### src/rtl/mc_pkg.sv
// Shared definitions for the multicast array controller: FSM encoding and broadcast-tag rule.
package mc_pkg;

    typedef enum logic {
        EMPTY   = 1'b0,
        DELIVER = 1'b1
    } mc_state_e;

    // A tag is a broadcast tag when its low 'width' bits (1..32) are all ones.
    function automatic logic is_broadcast(input logic [31:0] tag, input int unsigned width);
        logic [31:0] mask;
        mask = (32'd1 << width) - 32'd1;
        return (tag & mask) == mask;
    endfunction

endpackage

### src/rtl/mc_tag_slot.sv
// One destination unit's tag register plus its match comparator.
module mc_tag_slot
    import mc_pkg::*;
#(
    parameter int unsigned ADDRESS_WIDTH = 4
) (
    input  logic                     clk,
    input  logic                     rstb,
    input  logic                     prog_we,
    input  logic [ADDRESS_WIDTH-1:0] prog_tag,
    input  logic [ADDRESS_WIDTH-1:0] in_tag,
    output logic                     match
);

    logic [ADDRESS_WIDTH-1:0] tag_q;

    // Tag register; a write in the same cycle as an acceptance is seen only by later transfers.
    always_ff @(posedge clk) begin
        if (!rstb) begin
            tag_q <= '0;
        end else if (prog_we) begin
            tag_q <= prog_tag;
        end
    end

    // Match on the stored tag, or on the all-ones broadcast tag.
    always_comb begin
        match = (in_tag == tag_q) || is_broadcast(32'(in_tag), ADDRESS_WIDTH);
    end

endmodule

### src/rtl/multicast_array_controller.sv
// Single-entry multicast buffer: accepts one tagged transfer and delivers it to every matching unit.
module multicast_array_controller
    import mc_pkg::*;
#(
    parameter int unsigned ADDRESS_WIDTH = 4,
    parameter int unsigned BITWIDTH      = 16,
    parameter int unsigned NUM_UNITS     = 8,
    parameter int unsigned CNT_WIDTH     = 8
) (
    input  logic                         clk,
    input  logic                         rstb,
    input  logic                         prog_en,
    input  logic [$clog2(NUM_UNITS)-1:0] prog_unit,
    input  logic [ADDRESS_WIDTH-1:0]     prog_tag,
    input  logic                         in_valid,
    output logic                         in_ready,
    input  logic [ADDRESS_WIDTH-1:0]     in_tag,
    input  logic [BITWIDTH-1:0]          in_data,
    output logic [NUM_UNITS-1:0]         unit_valid,
    input  logic [NUM_UNITS-1:0]         unit_ready,
    output logic [BITWIDTH-1:0]          out_data,
    output logic                         busy,
    output logic [CNT_WIDTH-1:0]         drop_count
);

    localparam int unsigned UnitW = $clog2(NUM_UNITS);

    mc_state_e            state_q, state_d;
    logic [NUM_UNITS-1:0] pending_q, pending_d;
    logic [BITWIDTH-1:0]  data_q, data_d;
    logic [CNT_WIDTH-1:0] drop_q, drop_d;
    logic [NUM_UNITS-1:0] match_mask;
    logic                 accept;

    // Out-of-range prog_unit never equals any slot index, so it is ignored.
    for (genvar i = 0; i < NUM_UNITS; i++) begin : g_slot
        mc_tag_slot #(
            .ADDRESS_WIDTH (ADDRESS_WIDTH)
        ) u_slot (
            .clk      (clk),
            .rstb     (rstb),
            .prog_we  (prog_en && (prog_unit == UnitW'(i))),
            .prog_tag (prog_tag),
            .in_tag   (in_tag),
            .match    (match_mask[i])
        );
    end

    // State, pending mask, held data and drop counter.
    always_ff @(posedge clk) begin
        if (!rstb) begin
            state_q   <= EMPTY;
            pending_q <= '0;
            data_q    <= '0;
            drop_q    <= '0;
        end else begin
            state_q   <= state_d;
            pending_q <= pending_d;
            data_q    <= data_d;
            drop_q    <= drop_d;
        end
    end

    // Ready when idle, or when every remaining pending unit takes the data this cycle.
    always_comb begin
        in_ready = 1'b0;
        if (rstb) begin
            if (state_q == EMPTY) begin
                in_ready = 1'b1;
            end else begin
                in_ready = (pending_q & ~unit_ready) == '0;
            end
        end
    end

    assign accept = in_valid && in_ready;

    // Next-state: retire acknowledged units, then load a new transfer or count a drop.
    always_comb begin
        pending_d = pending_q & ~unit_ready;
        data_d    = data_q;
        drop_d    = drop_q;
        if (accept) begin
            if (match_mask != '0) begin
                pending_d = match_mask;
                data_d    = in_data;
            end else if (drop_q != '1) begin
                drop_d = drop_q + CNT_WIDTH'(1);
            end
        end
        state_d = (pending_d != '0) ? DELIVER : EMPTY;
    end

    assign unit_valid = pending_q;
    assign out_data   = data_q;
    assign busy       = (state_q == DELIVER);
    assign drop_count = drop_q;

endmodule

### config.mk
export PLATFORM = sky130hd
export DESIGN_NAME = multicast_array_controller
export DESIGN_NICKNAME = d
export VERILOG_FILES = /design/src/rtl/mc_pkg.sv /design/src/rtl/mc_tag_slot.sv /design/src/rtl/multicast_array_controller.sv
export SDC_FILE = /design/constraint.sdc
export NUM_CORES = 1
export LEC_CHECK = 0
export CORE_ASPECT_RATIO = 2
export CORE_MARGIN = 5
export CORE_UTILIZATION = 49
export CTS_BUF_LIST = sky130_fd_sc_hd__clkbuf_16
export DETAILED_ROUTE_END_ITERATION = 7
export PLACE_DENSITY_LB_ADDON = 0.25
export SYNTH_ARGS = -nofsm -noshare
export SYNTH_HDL_FRONTEND = slang
export SYNTH_SLANG_ARGS = --single-unit
### constraint.sdc
create_clock -name clk -period 2.88 [get_ports clk]
set_input_delay 0.576 -clock clk [delete_from_list [all_inputs] [get_ports clk]]
set_output_delay 0.576 -clock clk [all_outputs]
set_load 0.05 [all_outputs]
### Word level (Yosys, flattened, before mapping)

Index checks and enable logic that the tools add are counted.

* flip-flop bits (word level): 65
* output and inout bits: 34
* word-level logic and storage cells: 61

* $add $sub $neg: 1
* equal/unequal tests: 17
* muxes and demuxes: 5
* bitwise gates (word level): 3
* reductions and logical operators: 23

Operator list (number)
* == test 4 bit: 8
* 2-to-1 mux 8 bit: 2
* nonzero test 8 bit: 2
* == test 3 bit (second input constant): 4
* logical AND 1 bit: 9
* adder 8 x 1 -> 8 bit (second input constant): 1
* AND 8 bit: 1
* logical NOT 8 bit: 1
* logical OR 1 bit: 8
* != test 8 bit (second input constant): 1
* NOT 8 bit: 1
* == test 3 x 2 -> 1 bit (second input constant): 2
* == test 4 bit (second input constant): 1
* == test 3 x 1 -> 1 bit (second input constant): 1
* logical NOT 3 bit: 1
* 2-to-1 mux 1 bit: 3
* AND reduction 3 bit: 1
* AND reduction 2 bit: 1
* NOT 1 bit: 1

### Depth between registers and ports, before layout

* word-level depth: 9
* depth in mapped cells: 9

### Modules after synthesis

A second synthesis with hierarchy kept.

* cell total of the unflattened synthesis: 332
* area, all modules: 3143.0 um2

By module, submodules not included
* mc_tag_slot: instances 8, cells each 19, area each 207.7 um2
* multicast_array_controller: instances 1, cells each 180, area each 1481.4 um2

### Worst setup path before layout

Ideal clock, no wire load.

* kind: input port to flip-flop
* from: in in_tag[2]
* to: reg drop_q[5], in the netlist drop_count[5]
* setup time: 0.070 ns
* data arrival time: 2.485 ns
* data required time: 2.810 ns
* path slack: 0.325 ns
* stages on the path: 8
* path through: buf_6 -> and4_4 -> buf_6 -> a41oi_2 -> or4b_1 -> or2_4 -> or4_1 -> a21oi_1

* longest elaborated chain between the ends: 5
* elaborated cells on any way between the ends: 20
* classes of those cells: eq/ne (9); bitwise (1); reduce/logical (10)

Ends and longest elaborated chain
* start, declared: line multicast_array_controller.sv:17 `input logic [ADDRESS_WIDTH-1:0] in_tag,`
* == test 4 bit, on equally long branches: line mc_tag_slot.sv:28, mc_pkg.sv:13
* logical OR 1 bit: line mc_tag_slot.sv:28 `match = (in_tag == tag_q) || is_broadcast(32'(in_tag), ADDRESS_WIDTH);`
* nonzero test 8 bit (*): line multicast_array_controller.sv:84 `if (match_mask != '0) begin`
* NOT 1 bit (no line) (*)
* AND reduction 3 bit (no line) (*)
* end signal, assigned: line multicast_array_controller.sv:60 `drop_q <= drop_d;`
* end, declared: line multicast_array_controller.sv:31 `logic [CNT_WIDTH-1:0] drop_q, drop_d;`

Every way passes the cells marked *; elsewhere a longest branch is shown, timed or not.
A chain may end at the register's enable or synchronous reset.

### Final worst setup path

* from: in in_tag[1]
* to: reg drop_q[7], in the netlist drop_count[7]

Same word-level chain as after synthesis.

==> metrics.md <==
| Metric | Value |
|---|---|
| CP max FO | `9` |
| Core area | `0.00591 sq mm` |
| Final Routed Wirelength | `7570 microns` |
| Hold path endpoint | `out_data[11]` |
| Syn nets | `365` |
| Max-Cap Viols | `0` |
| Setup crit start | `in_tag[1]` |
| Warnings, synthesis | `0` |
| Final Wtd Congestion | `0.813` |
| Total GRT Usage | `20.4%` |
| Post-CTS Hold Buffers | `0` |
| Post-CTS sizing | `0` |
| Clock buffer count from CTS | `9` |
| Final hold violations | `0` |
| Antenna cells | `0` |
| Placed instance count | `452` |
| Worst-margin pin slew | `0.592 ns` |
| Reg-to-reg startpoint | `g_slot[1].u_slot.tag_q[1]` |
| Vias per cell | `5.41` |
| R2R depth | `6` |
| Post-route ant nets | `0` |
| Critical path type | `primary input to flip-flop` |
| First-pass GRT wire length | `12,200 microns` |
| R2R setup slack | `0.67 ns` |
| Postcts setup bufs | `0` |
| Routed len/inst | `16.2 microns` |
| Worst r2r dst | `drop_count[7]` |
| Top_reg_cell synth | `dfxtp_1` |
| Startpoint types | `primary input` |
| WP data required | `3.14 ns` |
| First drt pass iteration count | `4` |
| Largest net degree at the start of global routing | `38` |
| Row count | `40` |
| Worst setup EP type | `flip-flop` |
| Static Leak | `1.68 nW` |
| Finish-stage setup viols | `0` |
| Final Instance Count excl. Fillers | `468` |
| Pwr Density | `621 mW/mm^2` |
| RSZ-0062 raised after global routing | `no` |
| Die width | `64.8 microns` |
| Seq cells post-synth | `65` |
| Vias in the first global route | `2,487` |
| Area delta synth->final | `40.4%` |
| Status | `completed` |
| Max H-tree Level | `3` |
| Highest clock rate | `0.365 GHz` |
| Worst EP arrival | `3.00 ns` |
| Cells after Synth | `325` |
| Starting Density | `49.7%` |
| Vias | `2,533` |
| Clock Pin Slew Worst Setup and Hold Paths | `0.05 ns` |
| Post-synthesis instance area | `0.00294 sq mm` |
| Clk root buf | `clkbuf_16` |
| Post-DP HPWL | `5400 microns` |
| CTS tree | `yes` |
| Filler instances | `451` |
| DRC viols | `0` |
| Share of flip-flops with an asynchronous set or reset | `0%` |
| Final setup skew | `0.00456 ns` |
| Tcrit/Tclk final | `95.1%` |
| Worst setup margin | `0.142 ns` |
| Mean Syn Cell Area | `9.04 sq um` |
| WHS | `0.454 ns` |
| Max Buffers Root-to-Sink | `2` |
| Max Slew Vio Count | `0` |
| Number of synthesized flops with an enable pin | `0` |
| Clock sinks | `65` |
| Grt ovf | `0` |
| Initial antenna violation count | `0` |
| Clock latency on the worst-skew pair | `0.33 ns` |
| Die Span Y | `120 microns` |
| Hold Path Depth | `2` |
| Layout cells sized above 1 | `8.64%` |
| Starting DRT DRC Count | `117` |
| Worst slack, placed | `-0.193 ns` |
| Footprint of the multi-input gates | `0.00149 sq mm` |
| Peak supply drop | `0.521 mV` |
| IO Port Bufs | `72` |
| Fin util | `69.9%` |
| Worst Hold Launch | `out_data[11]` |
| HP Class | `flip-flop to flip-flop` |
| Cell variety after synth | `36` |
| Ports | `73` |
| Min Tclk post-route | `2.74 ns` |
| Worst slew margin | `60.1%` |
| Sequential share of the synthesized area | `44.3%` |
| # nets final | `440` |
| Register area | `0.00130 sq mm` |
| Die area | `0.00774 sq mm` |
-- kinds of logic (layout without fill, tap and decap cells) --
group                      Yosys count  count (layout)  synth area share, %
and+or+nand+nor                    122             122                 19.9
DFF                                 65              65                 44.3
AOI/OAI and AO/OA                   42              42                 9.11
muxes                               34              34                 11.6
xor gates and xnor gates            32              32                 9.54
buffers and inverters               29             109                 5.11
adders and majority gates            1               1                0.426
-- metrics by stage --
stage | cell area [sq um] | TNS (ns) | total power (W)
2_1_floorplan | 2940 | 0 | 0.00120
3_3_place_gp | 3790 | -0.645 | 0.00135
3_5_place_dp | 3790 | -1.14 | 0.00136
6_report | 4130 | 0 | 0.00256
5_1_grt | 4130 | 0 | 0.00265
4_1_cts | 4130 | 0 | 0.00258
-- cell usage after synthesis (all sizes together) (2+ instances only) --
| cell type | number | area (sq um) |
|---|---|---|
| nor3 | 4 | 20.0 |
| and3 | 2 | 12.5 |
| or3 | 2 | 12.5 |
| nor2 | 40 | 150 |
| or4 | 3 | 22.5 |
| clkbuf | 19 | 71.3 |
| o31a | 2 | 17.5 |
| nand2 | 36 | 135 |
| o31ai | 2 | 15.0 |
| nand4 | 3 | 18.8 |
| mux2i | 34 | 340 |
| nor4 | 8 | 50.1 |
| inv | 4 | 15.0 |
| nand3 | 6 | 30.0 |
| nand2b | 10 | 62.6 |
| xor2 | 28 | 245 |
| nor3b | 2 | 15.0 |
| buf | 6 | 63.8 |
| a21oi | 4 | 20.0 |
| xnor2 | 4 | 35.0 |
| nand4b | 3 | 26.3 |
| dfxtp | 65 | 1300 |
| o21ai | 19 | 95.1 |
| o22ai | 8 | 50.1 |
-- metal layers --
layer	share of wire, %	up-vias	global-route usage [%]	routed length (microns)
li1	-	1269	-	-
met1	43	1187	24.7	3220
met2	51	64	33.4	3830
met3	4.5	13	4.78	338
met4	2.4	0	9.54	179
met5	0	-	0	0
-- critical path, cell delays in order --
cell and delay [ns]:
clkdlybuf4s50_1 0.51, buf_12 0.14, xor2_1 0.17, nor4_1 0.10, or4_1 0.54, or2_4 0.31, or4_1 0.50, a21oi_1 0.15
-- where the power goes --
| part | internal (W) | leakage (nW) | switching [W] |
|---|---|---|---|
| logic | 0.000169 | 0.992 | 0.000220 |
| clock network | 0.000836 | 0.164 | 0.000379 |
| registers | 0.000935 | 0.527 | 0.0000223 |
-- area by class of cell --
cell class	count	area share (%)
multi-input combinational	231	36.0
sequential	65	31.5
timing repair buffer	89	22.0
clock buffer	9	5.46
clock inverter	7	2.67
tap	63	1.91
inverter	4	0.364
-- worst max-delay path by stage --
| stage | endpoint | slack (ns) |
|---|---|---|
| floorplan | drop_count[5] | 0.32 |
| global placement | drop_count[7] | -0.15 |
| detailed placement | drop_count[7] | -0.19 |
| CTS | drop_count[7] | 0.14 |
| global route | drop_count[5] | 0.008 |
| finish | drop_count[7] | 0.14 |
-- sequential cells by signal (all words and copies together), names as in the netlist --
name / count
busy: 1
drop_count: 8
g_slot.u_slot.tag_q: 32
out_data: 16
unit_valid: 8
-- layout by cell type (no fill, tap or decap), types with 3 or more instances in the layout --
cell and count:
dfxtp_1 65, nand4b_1 3, nand3_1 6, nor2_1 40, clkdlybuf4s50_1 71, nand2_1 36
inv_1 5, buf_12 5, a21oi_1 4, o21ai_0 19, nor3_1 4, nor4_1 8
xnor2_1 4, nand4_1 3, buf_4 13, mux2i_1 34, xor2_1 28, nand2b_1 10
or4_1 3, o22ai_1 8, clkbuf_16 9, bufinv_16 3
Note: power is estimated with default switching activity, not from simulation.
